## src/rtl/pll_reset_sequencer.sv

```systemverilog
// Supervises the CC_PLL lock outputs on the free-running reference clock:
// re-arms lock monitoring, qualifies lock, releases sys_rst and retries or faults.
module pll_reset_sequencer #(
    parameter int STDY_RST_CYCLES     = 4,
    parameter int LOCK_STABLE_CYCLES  = 1024,
    parameter int LOCK_TIMEOUT_CYCLES = 100000,
    parameter int MAX_RETRIES         = 3
) (
    input  logic       clock_in,
    input  logic       rst_in,
    input  logic       pll_locked,
    input  logic       pll_locked_stdy,
    output logic       stdy_rst,
    output logic       sys_rst,
    output logic       ready,
    output logic       lock_lost,
    output logic       fault,
    output logic [3:0] retry_count,
    output logic [7:0] loss_count
);

    localparam int CNT_AB  = (STDY_RST_CYCLES > LOCK_STABLE_CYCLES) ? STDY_RST_CYCLES : LOCK_STABLE_CYCLES;
    localparam int CNT_MAX = (CNT_AB > LOCK_TIMEOUT_CYCLES) ? CNT_AB : LOCK_TIMEOUT_CYCLES;
    localparam int CNT_W   = (CNT_MAX > 1) ? $clog2(CNT_MAX) : 1;

    localparam logic [CNT_W-1:0] STDY_LAST   = CNT_W'(STDY_RST_CYCLES - 1);
    localparam logic [CNT_W-1:0] STABLE_LAST = CNT_W'(LOCK_STABLE_CYCLES - 1);
    localparam logic [CNT_W-1:0] TMO_LAST    = CNT_W'(LOCK_TIMEOUT_CYCLES - 1);
    localparam logic [3:0]       RETRY_LIMIT = 4'(MAX_RETRIES);

    typedef enum logic [2:0] {
        S_RESET_PLL,
        S_WAIT_LOCK,
        S_STABLE,
        S_RUN,
        S_FAULT
    } state_t;

    state_t           r_state;
    state_t           w_state_nxt;
    logic [CNT_W-1:0] r_cnt;
    logic [CNT_W-1:0] w_cnt_nxt;
    logic             r_lk_meta;
    logic             r_lk_s;
    logic             r_st_meta;
    logic             r_st_s;
    logic             r_lock_lost;
    logic [3:0]       r_retry_count;
    logic [7:0]       r_loss_count;
    logic             w_good;
    logic             w_timeout;
    logic             w_loss;
    logic [3:0]       w_retry_sat;
    logic [7:0]       w_loss_sat;

    // Two-flop synchronisers for the asynchronous PLL status lines
    always_ff @(posedge clock_in) begin
        if (rst_in) begin
            r_lk_meta <= 1'b0;
            r_lk_s    <= 1'b0;
            r_st_meta <= 1'b0;
            r_st_s    <= 1'b0;
        end else begin
            r_lk_meta <= pll_locked;
            r_lk_s    <= r_lk_meta;
            r_st_meta <= pll_locked_stdy;
            r_st_s    <= r_st_meta;
        end
    end

    assign w_good      = r_lk_s & r_st_s;
    assign w_retry_sat = (r_retry_count == 4'hF) ? r_retry_count : r_retry_count + 4'd1;
    assign w_loss_sat  = (r_loss_count == 8'hFF) ? r_loss_count : r_loss_count + 8'd1;

    always_ff @(posedge clock_in) begin
        if (rst_in) begin
            r_state       <= S_RESET_PLL;
            r_cnt         <= '0;
            r_lock_lost   <= 1'b0;
            r_retry_count <= 4'd0;
            r_loss_count  <= 8'd0;
        end else begin
            r_state     <= w_state_nxt;
            r_cnt       <= w_cnt_nxt;
            r_lock_lost <= w_loss;
            if (w_timeout) begin
                r_retry_count <= w_retry_sat;
            end
            if (w_loss) begin
                r_loss_count <= w_loss_sat;
            end
        end
    end

    // cnt is cleared on every state change so it can never wrap
    always_comb begin
        w_state_nxt = r_state;
        w_cnt_nxt   = r_cnt + 1'b1;
        w_timeout   = 1'b0;
        w_loss      = 1'b0;
        case (r_state)
            S_RESET_PLL: begin
                if (r_cnt == STDY_LAST) begin
                    w_state_nxt = S_WAIT_LOCK;
                    w_cnt_nxt   = '0;
                end
            end
            S_WAIT_LOCK: begin
                if (w_good) begin
                    w_state_nxt = S_STABLE;
                    w_cnt_nxt   = '0;
                end else if (r_cnt == TMO_LAST) begin
                    w_timeout   = 1'b1;
                    w_cnt_nxt   = '0;
                    w_state_nxt = (w_retry_sat >= RETRY_LIMIT) ? S_FAULT : S_RESET_PLL;
                end
            end
            S_STABLE: begin
                if (!w_good) begin
                    w_state_nxt = S_WAIT_LOCK;
                    w_cnt_nxt   = '0;
                end else if (r_cnt == STABLE_LAST) begin
                    w_state_nxt = S_RUN;
                    w_cnt_nxt   = '0;
                end
            end
            S_RUN: begin
                w_cnt_nxt = '0;
                if (!w_good) begin
                    w_state_nxt = S_RESET_PLL;
                    w_loss      = 1'b1;
                end
            end
            S_FAULT: begin
                w_cnt_nxt = '0;
            end
            default: begin
                w_state_nxt = S_RESET_PLL;
                w_cnt_nxt   = '0;
            end
        endcase
    end

    always_comb begin
        stdy_rst = 1'b0;
        sys_rst  = 1'b1;
        ready    = 1'b0;
        fault    = 1'b0;
        case (r_state)
            S_RESET_PLL: stdy_rst = 1'b1;
            S_RUN: begin
                sys_rst = 1'b0;
                ready   = 1'b1;
            end
            S_FAULT:     fault = 1'b1;
            default: begin
                stdy_rst = 1'b0;
            end
        endcase
    end

    assign lock_lost   = r_lock_lost;
    assign retry_count = r_retry_count;
    assign loss_count  = r_loss_count;

endmodule

```

## config.mk

```make
export PLATFORM = sky130hd
export DESIGN_NAME = pll_reset_sequencer
export DESIGN_NICKNAME = d
export VERILOG_FILES = /design/src/rtl/pll_reset_sequencer.sv
export SDC_FILE = /design/constraint.sdc
export NUM_CORES = 1
export LEC_CHECK = 0
export CAP_MARGIN = 20
export CORE_MARGIN = 10
export CORE_UTILIZATION = 45
export CTS_CLUSTER_SIZE = 25
export DETAILED_ROUTE_END_ITERATION = 10
export PLACE_DENSITY = 0.7
export SLEW_MARGIN = 30
export SYNTH_ARGS = -nofsm -noshare
export SYNTH_HDL_FRONTEND = slang
export SYNTH_SLANG_ARGS = --single-unit
```

## constraint.sdc

```tcl
create_clock -name clock_in -period 2.5 [get_ports clock_in]
set_input_delay 0.625 -clock clock_in [delete_from_list [all_inputs] [get_ports clock_in]]
set_output_delay 0.625 -clock clock_in [all_outputs]
set_load 0.005 [all_outputs]
```

**After elaboration in Yosys (flattened, before gate mapping)**

Cells that the tools add are included.

- Register bits: 37
- Bits of input ports: 4
- Memories kept: 0
- Output and inout bits: 17
- Latch bits: 0
- Bits in writable memories: 0
- ROM bits: 0

- Magnitude comparators: 1
- Bitwise operators: 3
- Mux-type cells: 24
- Reductions and logical operators: 3
- Multipliers: 0
- Shift-type cells: 0
- Add/subtract/negate cells: 3
- Equal/unequal tests: 13
- Div/mod/pow operators: 0

Operators with widths:

| cell | number |
|---|---|
| two-way mux 17 bit | 5 |
| one-hot mux 17 bit (3 select lines) | 1 |
| two-way mux 3 bit | 7 |
| adder 17 x 1 -> 17 bit (second input constant) | 1 |
| equality test 17 x 10 -> 1 bit (second input constant) | 1 |
| equality test 17 bit (second input constant) | 1 |
| equality test 17 x 2 -> 1 bit (second input constant) | 1 |
| one-hot mux 3 bit (5 select lines) | 1 |
| two-way mux 1 bit | 9 |
| adder 8 x 1 -> 8 bit (second input constant) | 1 |
| equality test 8 bit (second input constant) | 1 |
| equality test 3 x 2 -> 1 bit (second input constant) | 2 |
| != test 3 bit (second input constant) | 2 |
| AND reduction 5 bit | 1 |
| adder 4 x 1 -> 4 bit (second input constant) | 1 |
| equality test 4 bit (second input constant) | 1 |
| greater-or-equal comparator 4 x 2 -> 1 bit (second input constant) | 1 |
| two-way mux 4 bit | 1 |
| != test 2 bit (second input constant) | 2 |
| equality test 3 x 1 -> 1 bit (second input constant) | 1 |
| equality test 3 bit (second input constant) | 1 |
| zero test 3 bit | 1 |
| inverter 1 bit | 2 |
| AND reduction 2 bit | 1 |
| bitwise AND 1 bit | 1 |

**Logic depth before layout (Yosys ltp)**

Gate-level depths: netlist (run 1).

- Depth in word-level cells: 7
- Depth in mapped cells: 7

**Least setup slack after synthesis (run 1)**

OpenSTA, ideal clock, no wires.

- Path kind: reg2reg
- Start point: register r_cnt[5]
- End point: register r_cnt[11]
- Period minus slack after synthesis: 1.974 ns
- Data required time: 2.385 ns
- Arrival: 1.860 ns
- Setup time: 0.115 ns
- Path slack: 0.526 ns
- Buffers on the path: 1
- Cell stages (with the launch flop): 7
- Cells stage by stage: dfxtp_1 -> or4_4 -> nor4_4 -> nor2b_2 -> a211oi_4 -> buf_6 -> nor2_1

- Cells in the longest elaborated chain, start to end: 4

Ends and longest elaborated chain:

| element | RTL line | source |
|---|---|---|
| from (decl) | 41 | `logic [CNT_W-1:0] r_cnt;` |
| from (signal assigned) | 84 | `r_cnt <= w_cnt_nxt;` |
| adder 17 x 1 -> 17 bit, or another cell as far along | 98 | `w_cnt_nxt = r_cnt + 1'b1;` |
| two-way mux 17 bit (on tied branches) | 122, 112 |  |
| two-way mux 17 bit (on tied branches) | 119, 109 |  |
| one-hot mux 17 bit (3 select lines) * | 101 | `case (r_state)` |

Every way passes the cells marked *; elsewhere a longest branch is shown, timed or not.
A chain may end at the register's enable or synchronous reset.

**Final worst setup path (run 1)**

- Start point: register r_cnt[5]
- End point: register r_cnt[6]

Same word-level chain as after synthesis.

==> results of run 1 <==
cell usage in the layout, fill, tap and decap left out, types with 2 or more instances in the layout:
cell type and n:
nor2_1 33, xnor2_1 12, nand4_1 7, and4_1 2, nand2_1 10, nor3_1 10, bufinv_16 2, mux2i_1 2
a21oi_1 6, and2_1 4, ha_1 3, dfxtp_1 37, buf_4 3, nor4bb_1 2, o211ai_1 2, clkdlybuf4s50_1 20
nor4b_1 3, and3_1 4, nor2b_1 5, clkbuf_8 5, xor2_1 10, nand3_1 12, o21ai_0 2, inv_1 4
final cells by class:
type | instances | area (um^2)
clock buffers | 5 | 68.8
clock inverters | 3 | 65.1
fillers | 323 | 1570
inverters | 4 | 15.0
multi-input cells | 144 | 917
flip-flops and latches | 37 | 741
well taps | 48 | 60.1
repair buffers | 23 | 223
power by group through the flow:
stage	Clock [W]	Combinational (W)	Sequential [W]
2_1_floorplan	0	0.000101	0.000643
3_3_place_gp	0	0.000121	0.000647
3_5_place_dp	0	0.000121	0.000648
4_1_cts	0.000622	0.000125	0.000634
5_1_grt	0.000652	0.000139	0.000637
6_report	0.000616	0.000122	0.000634
final timing paths:
kind	from	to	slack, ns
worst min-delay path	r_cnt[0]$_SDFF_PP0_	r_cnt[0]$_SDFF_PP0_	0.44
worst min register to register	r_cnt[0]$_SDFF_PP0_	r_cnt[0]$_SDFF_PP0_	0.44
worst max register to register	r_cnt[5]$_SDFF_PP0_	r_cnt[6]$_SDFF_PP0_	0.18
worst max-delay path	r_cnt[5]$_SDFF_PP0_	r_cnt[6]$_SDFF_PP0_	0.18
sequential cells by signal, indices dropped and copies added (netlist names):
register / flops
r_lk_meta: 1
loss_count: 8
lock_lost: 1
retry_count: 4
r_lk_s: 1
r_st_s: 1
r_cnt: 17
r_state: 3
r_st_meta: 1
cell usage after synthesis, types with 2 or more instances:
library cell / instances
nand4_1: 7
nor2_1: 33
and2_1: 4
dfxtp_1: 37
nor2b_1: 5
and3_1: 4
inv_1: 4
ha_1: 3
clkbuf_1: 4
a21oi_1: 6
and4_1: 2
o21ai_0: 2
xor2_1: 10
nor4b_1: 3
xnor2_1: 12
nor3_1: 10
nand3_1: 12
mux2i_1: 2
nor4bb_1: 2
o211ai_1: 2
nand2_1: 10
per-layer routing:
| metal | wire, um | up-vias |
|---|---|---|
| met1 | 1620 | 654 |
| met5 | 0 | - |
| li1 | - | 715 |
| met2 | 1630 | 31 |
| met3 | 164 | 4 |
| met4 | 56 | 0 |
through the flow:
stage / util / hold WS, ns / worst slack, ns
finish: 0.571 / 0.441 / 0.181
global route: 0.571 / 0.451 / 0.0377
CTS: 0.571 / 0.444 / 0.156
detailed placement: 0.534 / 0.431 / 0.180
global placement: 0.534 / 0.426 / 0.207
floorplan: - / 0.411 / 0.526
kinds of logic (layout without fill, tap and decap cells):
kind of cell,Yosys count,after routing,synth area share
AO/OA/AOI/OAI,17,17,0.0736
multiplexers,2,2,0.0118
adder cells (fa/ha/maj),3,3,0.0221
buffers and inverters,9,35,0.0243
AND/OR/NAND/NOR,100,100,0.319
flip-flops,37,37,0.436
XOR/XNOR,22,22,0.113
==> impl_metrics.yaml, run 1 <==
cells_and_area:
  fin_nets: 222
  diodes: 0
  drive_gt1_frac: 0.0694
  fin_cells: 264
  final_cell_area_um2: 2090
  area_growth_pct: 23.0
setup_path:
  slowest_delay_ns: 0.65
  crit_cells: 5
  critPathTopFamily: "simple AND/OR/NAND/NOR gates"
  start_kind: "register"
  required_ns: 2.65
  crit_type: "reg -> reg"
  endpoint_kind: "register"
  worstPathMaxFanout: 17
  cpMaxStageDelayCell: "a211oi_4"
  r2r_cells: 5
  path_cells: "or4_4, nor4_4, nor2b_2, a211oi_4, nor2_1"
  arrival_ns: 2.47
  crit_buf_inv: 0
clocking:
  htree_levels: 2
  cts.clk_slew.worst_paths_ns: 0.07
  cts_setup_buffers: 0
  cts_buffers: 5
  cts_root_buffer: "clkbuf_8"
  cts_num_sinks: 37
  clk_path_buf_depth: 2
  ctsResizeCount: 0
  cts_tree: "done"
  clk_latency_ns: 0.29
  hold_buffers: 0
timing:
  grt_setup_unrepaired: "false"
  fmax_ghz: 0.431
  slew_headroom: 0.533
  fin_skew_ns: 0.00638
  report.final.slew_viol_count: 0
  setup_tns_ns: 0
  tightest_slew_ns: 0.690
  hold_violations: 0
  period_share: 0.928
  min_period_ns: 2.32
  setup_viol: 0
power:
  p_sw_w: 0.000306
  comb_power_share: 0.089
  pwr-share-seq: 0.462
  ir_worst_vdd_uv: 265
  leakage_nw: 0.742
  p_per_area_nw_per_um2: 656
  p_sw_frac: 0.223
  cell_internal_pwr_w: 0.00107
  finalPower_w: 0.00137
  clkPwrFrac: 0.449
global_routing:
  grt_use_total: 0.115
  grt_pass1_vias: 1396
  antenna_found_initial: 0
  met1_usage: 0.134
  grt_busiest_layer: "met2"
  met3_usage: 0.0426
  grt_max_degree: 21
  met2_usage: 0.186
  overflow: 0
  grt_pass1_wl_mm: 6.15
placed_design:
  dp.cells: 256
  placedInstanceArea_um2: 1960
  numPortBuffers: 20
  hpwl_mm: 2.43
  gp_congestion: 0.802
synthesis:
  postSynth.asyncResetShare: 0
  synthTopCellsByArea: "dfxtp_1 44%, nor2_1 7.3%, xnor2_1 6.2%"
  synth_top_area_frac: 0.436
  synth_top_area_cell: "dfxtp_1"
  syn_area_per_cell_um2: 8.94
  ys_seq_area_frac: 0.436
  synth-seq-cells: 37
  synth_edf_count: 0
  syn_area_um2: 1700
  ys.flop_type: "dfxtp_1"
  synthCells: 190
  synth_fp_nets: 197
  synth_cell_types: 37
  yosys_warnings: 0
floorplan:
  fp-row-count: 22
  coreArea_um2: 3660
  dieArea_um2: 6630
  die_width_um: 81.4
  initial_core_util: 0.464
  die_h_um: 81.4
  io_pins: 21
run_status:
  status: "finished clean"
drt:
  vias: 1404
  drtIter0Drc: 99
  vias_per_cell: 5.32
  route.detailed.drc: 0
  wire_per_inst_um: 13.1
  totalWireLength_mm: 3.47
  dr.pass1.iters: 4
  ant_nets: 0
worst_hold_path:
  worstHoldPathCells: 1
  hold_path.class: "reg -> reg"
flow_run:
  cap_violations: 0
Power figures use the tool's default switching activity.
==> run 2, diff against run 1 <==
==> constraint.sdc (replaced) <==
create_clock -name clock_in -period 2.5 [get_ports clock_in]
set_input_delay 0.625 -clock clock_in [delete_from_list [all_inputs] [get_ports clock_in]]
set_output_delay 0.625 -clock clock_in [all_outputs]
set_load 0.05 [all_outputs]
==> impl_metrics.yaml, run 2 (synthesis results as in run 1) <==
run_status:
  status: "finished clean"
setup_path:
  start_kind: "register"
  r2r_cells: 5
  endpoint_kind: "output port"
  cp-endpoint: "sys_rst"
  cpMaxStageDelayCell: "clkdlybuf4s50_1"
  r2r_setup_slack_ns: 0.19
  worstPathMaxFanout: 7
  path_cells: "nand3b_1, clkdlybuf4s50_1"
  arrival_ns: 1.78
  crit_type: "reg -> out"
  timing.rr.end: "r_cnt[10]$_SDFF_PP0_"
  r2r-start: "r_cnt[5]$_SDFF_PP0_"
  slowest_delay_ns: 0.83
  required_ns: 1.88
  timing.critical_path.from: "r_state[2]$_SDFFE_PP0P_"
power:
  clkPwrFrac: 0.448
  finalPower_w: 0.00139
  leakage_nw: 0.764
  p_sw_w: 0.000317
  cell_internal_pwr_w: 0.00107
  ir_worst_vdd_uv: 382
  pwr-share-seq: 0.458
  p_per_area_nw_per_um2: 661
  p_sw_frac: 0.229
  comb_power_share: 0.094
cells_and_area:
  area_growth_pct: 23.3
  final_common_cell: "dfxtp_1"
  multi_input_area_um2: 917
  max_flop_register: "r_cnt"
  diodes: 0
  largest_reg_flops: 17
  fill_cells: 328
  most-common-layout-cells: "37 x dfxtp_1, 33 x nor2_1, 17 x clkdlybuf4s50_1, 12 x nand3_1, 12 x xnor2_1"
  fin_nets: 222
  drive_gt1_frac: 0.0741
  final-seq-area_um2: 741
clocking:
  clk_path_buf_depth: 2
  cts_num_sinks: 37
  htree_levels: 2
  cts.clk_slew.worst_paths_ns: 0.08
  ctsResizeCount: 0
  hold_buffers: 0
  cts_setup_buffers: 0
  cts_root_buffer: "clkbuf_8"
  clk_latency_ns: 0.29
  cts_tree: "done"
  cts_buffers: 5
timing:
  setup_tns_ns: 0
  min_period_ns: 2.40
  fmax_ghz: 0.416
  worst_slack_ns: 0.0965
  report.final.slew_viol_count: 0
  tightest_slew_ns: 0.701
  hold_violations: 0
  slew_headroom: 0.526
  fin_skew_ns: 0.00832
  setup_viol: 0
  grt_setup_unrepaired: "false"
  period_share: 0.961
floorplan:
  initial_core_util: 0.464
  io_pins: 21
  dieArea_um2: 6630
  fp-row-count: 22
  die_h_um: 81.4
  die_width_um: 81.4
  coreArea_um2: 3660
drt:
  vias_per_cell: 5.28
  route.detailed.drc: 0
  totalWireLength_mm: 3.41
  dr.pass1.iters: 4
  vias: 1394
  wire_per_inst_um: 12.9
  drtIter0Drc: 99
  ant_nets: 0
global_routing:
  antenna_found_initial: 0
  grt_max_degree: 21
  grt_pass1_vias: 1344
  grt_use_total: 0.112
  overflow: 0
  grt_pass1_wl_mm: 6.00
worst_hold_path:
  hp-start: "r_st_meta$_SDFF_PP0_"
  hold_path.class: "reg -> reg"
flow_run:
  cap_violations: 0
placed_design:
  hpwl_mm: 2.40
  numPortBuffers: 20
  place_ws_ns: 0.170
  gp_congestion: 0.790
[run 2: final cells by class]
class | instances | share of cell area
Tap cell | 48 | 0.0287
Clock buffer | 5 | 0.0328
Sequential cell | 37 | 0.353
Clock inverter | 3 | 0.0328
Multi-Input combinational cell | 144 | 0.438
Inverter | 4 | 0.00716
Timing Repair Buffer | 23 | 0.107
[run 2: per-layer routing]
layer / up-vias / wire, um / GRT usage
met4: 0 / 58 / 0.0484
li1: 716 / - / -
met1: 651 / 1620 / 0.135
met3: 6 / 139 / 0.0382
met5: - / 0 / 0
met2: 21 / 1590 / 0.176
[run 2: worst min-delay path by stage]
| stage | endpoint | cells after the start |
|---|---|---|
| floorplan | r_cnt[0]$_SDFF_PP0_ | 1 |
| global placement | r_st_s$_SDFF_PP0_ | 1 |
| detailed placement | r_st_s$_SDFF_PP0_ | 1 |
| CTS | r_st_s$_SDFF_PP0_ | 1 |
| global route | r_lk_s$_SDFF_PP0_ | 1 |
| finish | r_st_s$_SDFF_PP0_ | 1 |
[run 2: worst max-delay path, delay by kind of cell (launching register included)]
kind | cells | cell delay (ns)
buffers and inverters | 1 | 0.83
flip-flops | 1 | 0.46
AND/OR/NAND/NOR | 1 | 0.20
[run 2: stage by stage]
step	instance area, um^2	hold slack, ns	instances	util
after CTS	2090	0.443	264	0.571
after global placement	1950	0.428	256	0.533
after global routing	2100	0.465	264	0.572
after floorplan	1700	0.411	190	-
final	2100	0.441	264	0.572
after detailed placement	1950	0.424	256	0.533
[run 2: power by group through the flow]
| stage | Combinational, W | Sequential, W | Clock [W] |
|---|---|---|---|
| final | 0.000131 | 0.000635 | 0.000620 |
| after global routing | 0.000146 | 0.000638 | 0.000662 |
| after CTS | 0.000134 | 0.000635 | 0.000632 |
| after detailed placement | 0.000132 | 0.000648 | 0 |
| after global placement | 0.000132 | 0.000647 | 0 |
| after floorplan | 0.000112 | 0.000643 | 0 |
==> run 3, diff against run 2 <==
--- a/config.mk
+++ b/config.mk
@@ -10,7 +10,8 @@
 export CORE_UTILIZATION = 45
 export CTS_CLUSTER_SIZE = 25
 export DETAILED_ROUTE_END_ITERATION = 10
-export PLACE_DENSITY = 0.7
+export PLACE_DENSITY = 0.67
+export RECOVER_POWER = 100
 export SLEW_MARGIN = 30
 export SYNTH_ARGS = -nofsm -noshare
 export SYNTH_HDL_FRONTEND = slang
==> constraint.sdc (replaced) <==
create_clock -name clock_in -period 2.5 [get_ports clock_in]
set_input_delay 0.375 -clock clock_in [delete_from_list [all_inputs] [get_ports clock_in]]
set_output_delay 0.375 -clock clock_in [all_outputs]
set_load 0.05 [all_outputs]
==> impl_metrics.yaml, run 3 (synthesis results as in run 1) <==
run_status:
  status: "finished clean"
worst_hold_path:
  hold_end: "r_st_s$_SDFF_PP0_"
  hp-start: "r_st_meta$_SDFF_PP0_"
  worstHoldPathCells: 1
  hold_path.class: "reg -> reg"
timing:
  setup_viol: 0
  grt_setup_unrepaired: "false"
  hold_violations: 0
  slew_headroom: 0.445
  fmax_ghz: 0.438
  min_period_ns: 2.28
  setup_tns_ns: 0
  fin_skew_ns: 0.00409
  report.final.slew_viol_count: 0
  period_share: 0.913
  tightest_slew_ns: 0.833
cells_and_area:
  most-common-layout-cells: "37 x dfxtp_1, 33 x nor2_1, 18 x dlygate4sd3_1, 12 x nand3_1, 12 x xnor2_1"
  diodes: 0
  max_flop_register: "r_cnt"
  final_common_cell: "dfxtp_1"
  fin_cells: 263
  drive_gt1_frac: 0.0558
  final_cell_area_um2: 2040
  area_growth_pct: 20.0
  fin_nets: 221
  largest_reg_flops: 17
setup_path:
  endpoint_kind: "output port"
  cpMaxStageDelayCell: "dlygate4sd3_1"
  start_kind: "register"
  required_ns: 2.12
  timing.rr.end: "r_cnt[13]$_SDFF_PP0_"
  crit_type: "reg -> out"
  worstPathMaxFanout: 7
  arrival_ns: 1.91
  r2r_cells: 6
  path_cells: "nand3b_1, inv_1, dlygate4sd3_1"
  r2r_setup_slack_ns: 0.24
  slowest_delay_ns: 0.89
  r2r-start: "r_cnt[5]$_SDFF_PP0_"
global_routing:
  grt_use_total: 0.116
  overflow: 0
  grt_pass1_vias: 1339
  grt_pass1_wl_mm: 6.18
  grt_max_degree: 21
  antenna_found_initial: 0
clocking:
  cts_root_buffer: "clkbuf_8"
  hold_buffers: 0
  clk_latency_ns: 0.28
  clk_path_buf_depth: 2
  htree_levels: 2
  ctsResizeCount: 0
  cts_num_sinks: 37
  cts.clk_slew.worst_paths_ns: 0.07
  cts_tree: "done"
  cts_buffers: 5
  cts_setup_buffers: 0
placed_design:
  dp.cells: 255
  gp_congestion: 0.759
  hpwl_mm: 2.55
  placedInstanceArea_um2: 1950
  numPortBuffers: 20
drt:
  totalWireLength_mm: 3.43
  ant_nets: 0
  vias: 1405
  drtIter0Drc: 73
  dr.pass1.iters: 4
  route.detailed.drc: 0
  wire_per_inst_um: 13.1
  vias_per_cell: 5.34
power:
  ir_worst_vdd_uv: 255
  p_per_area_nw_per_um2: 599
  leakage_nw: 0.767
floorplan:
  die_h_um: 81.4
  initial_core_util: 0.464
  dieArea_um2: 6630
  coreArea_um2: 3660
  die_width_um: 81.4
  fp-row-count: 22
  io_pins: 21
flow_run:
  cap_violations: 0
==> run 3: how the worst max path moves through the flow <==
| stage | start | end | slack [ns] | cells after the start |
|---|---|---|---|---|
| finish | r_state[2]$_SDFFE_PP0P_ | ready | 0.22 | 3 |
| global route | r_cnt[5]$_SDFF_PP0_ | r_cnt[8]$_SDFF_PP0_ | 0.10 | 6 |
| CTS | r_state[2]$_SDFFE_PP0P_ | ready | 0.26 | 3 |
| detailed placement | rst_in | r_cnt[13]$_SDFF_PP0_ | 0.38 | 6 |
| global placement | r_cnt[5]$_SDFF_PP0_ | r_cnt[16]$_SDFF_PP0_ | 0.46 | 6 |
| floorplan | r_state[2]$_SDFFE_PP0P_ | loss_count[3]$_SDFFE_PP0P_ | 0.15 | 5 |
==> run 3: final cells by class <==
| class | count | area [um^2] |
|---|---|---|
| Inverter | 4 | 15.0 |
| Clock buffer | 7 | 96.3 |
| Clock inverter | 1 | 5.00 |
| Sequential cell | 37 | 741 |
| Tap cell | 48 | 60.1 |
| Timing Repair Buffer | 22 | 209 |
| Fill cell | 341 | 1620 |
| Multi-Input combinational cell | 144 | 913 |
==> run 3: per-layer routing <==
layer	vias to the layer above	global-route usage	wire [um]
li1	710	-	-
met1	666	0.141	1540
met2	24	0.174	1640
met3	5	0.0579	224
met4	0	0.0363	32
met5	-	0	0
==> run 3: power breakdown <==
group	internal [W]	switching [W]	leakage, nW
Combinational	0.0000561	0.0000780	0.413
Clock	0.000249	0.000205	0.0542
Sequential	0.000615	0.0000199	0.299
Total	0.000920	0.000302	0.767
==> run 3: metrics by stage <==
stage	worst slack (ns)	hold slack [ns]	total power, W	util
floorplan	0.152	0.411	0.000755	-
CTS	0.261	0.448	0.00124	0.560
global route	0.100	0.468	0.00129	0.557
finish	0.217	0.443	0.00122	0.557
global placement	0.465	0.421	0.000782	0.532
detailed placement	0.381	0.430	0.000790	0.532
==> run 3: critical path, delay by kind of cell, from the launching register on <==
| kind | cells | cell delay, ns |
|---|---|---|
| DFF | 1 | 0.37 |
| buffers and inverters | 2 | 1.03 |
| and+or+nand+nor | 1 | 0.23 |
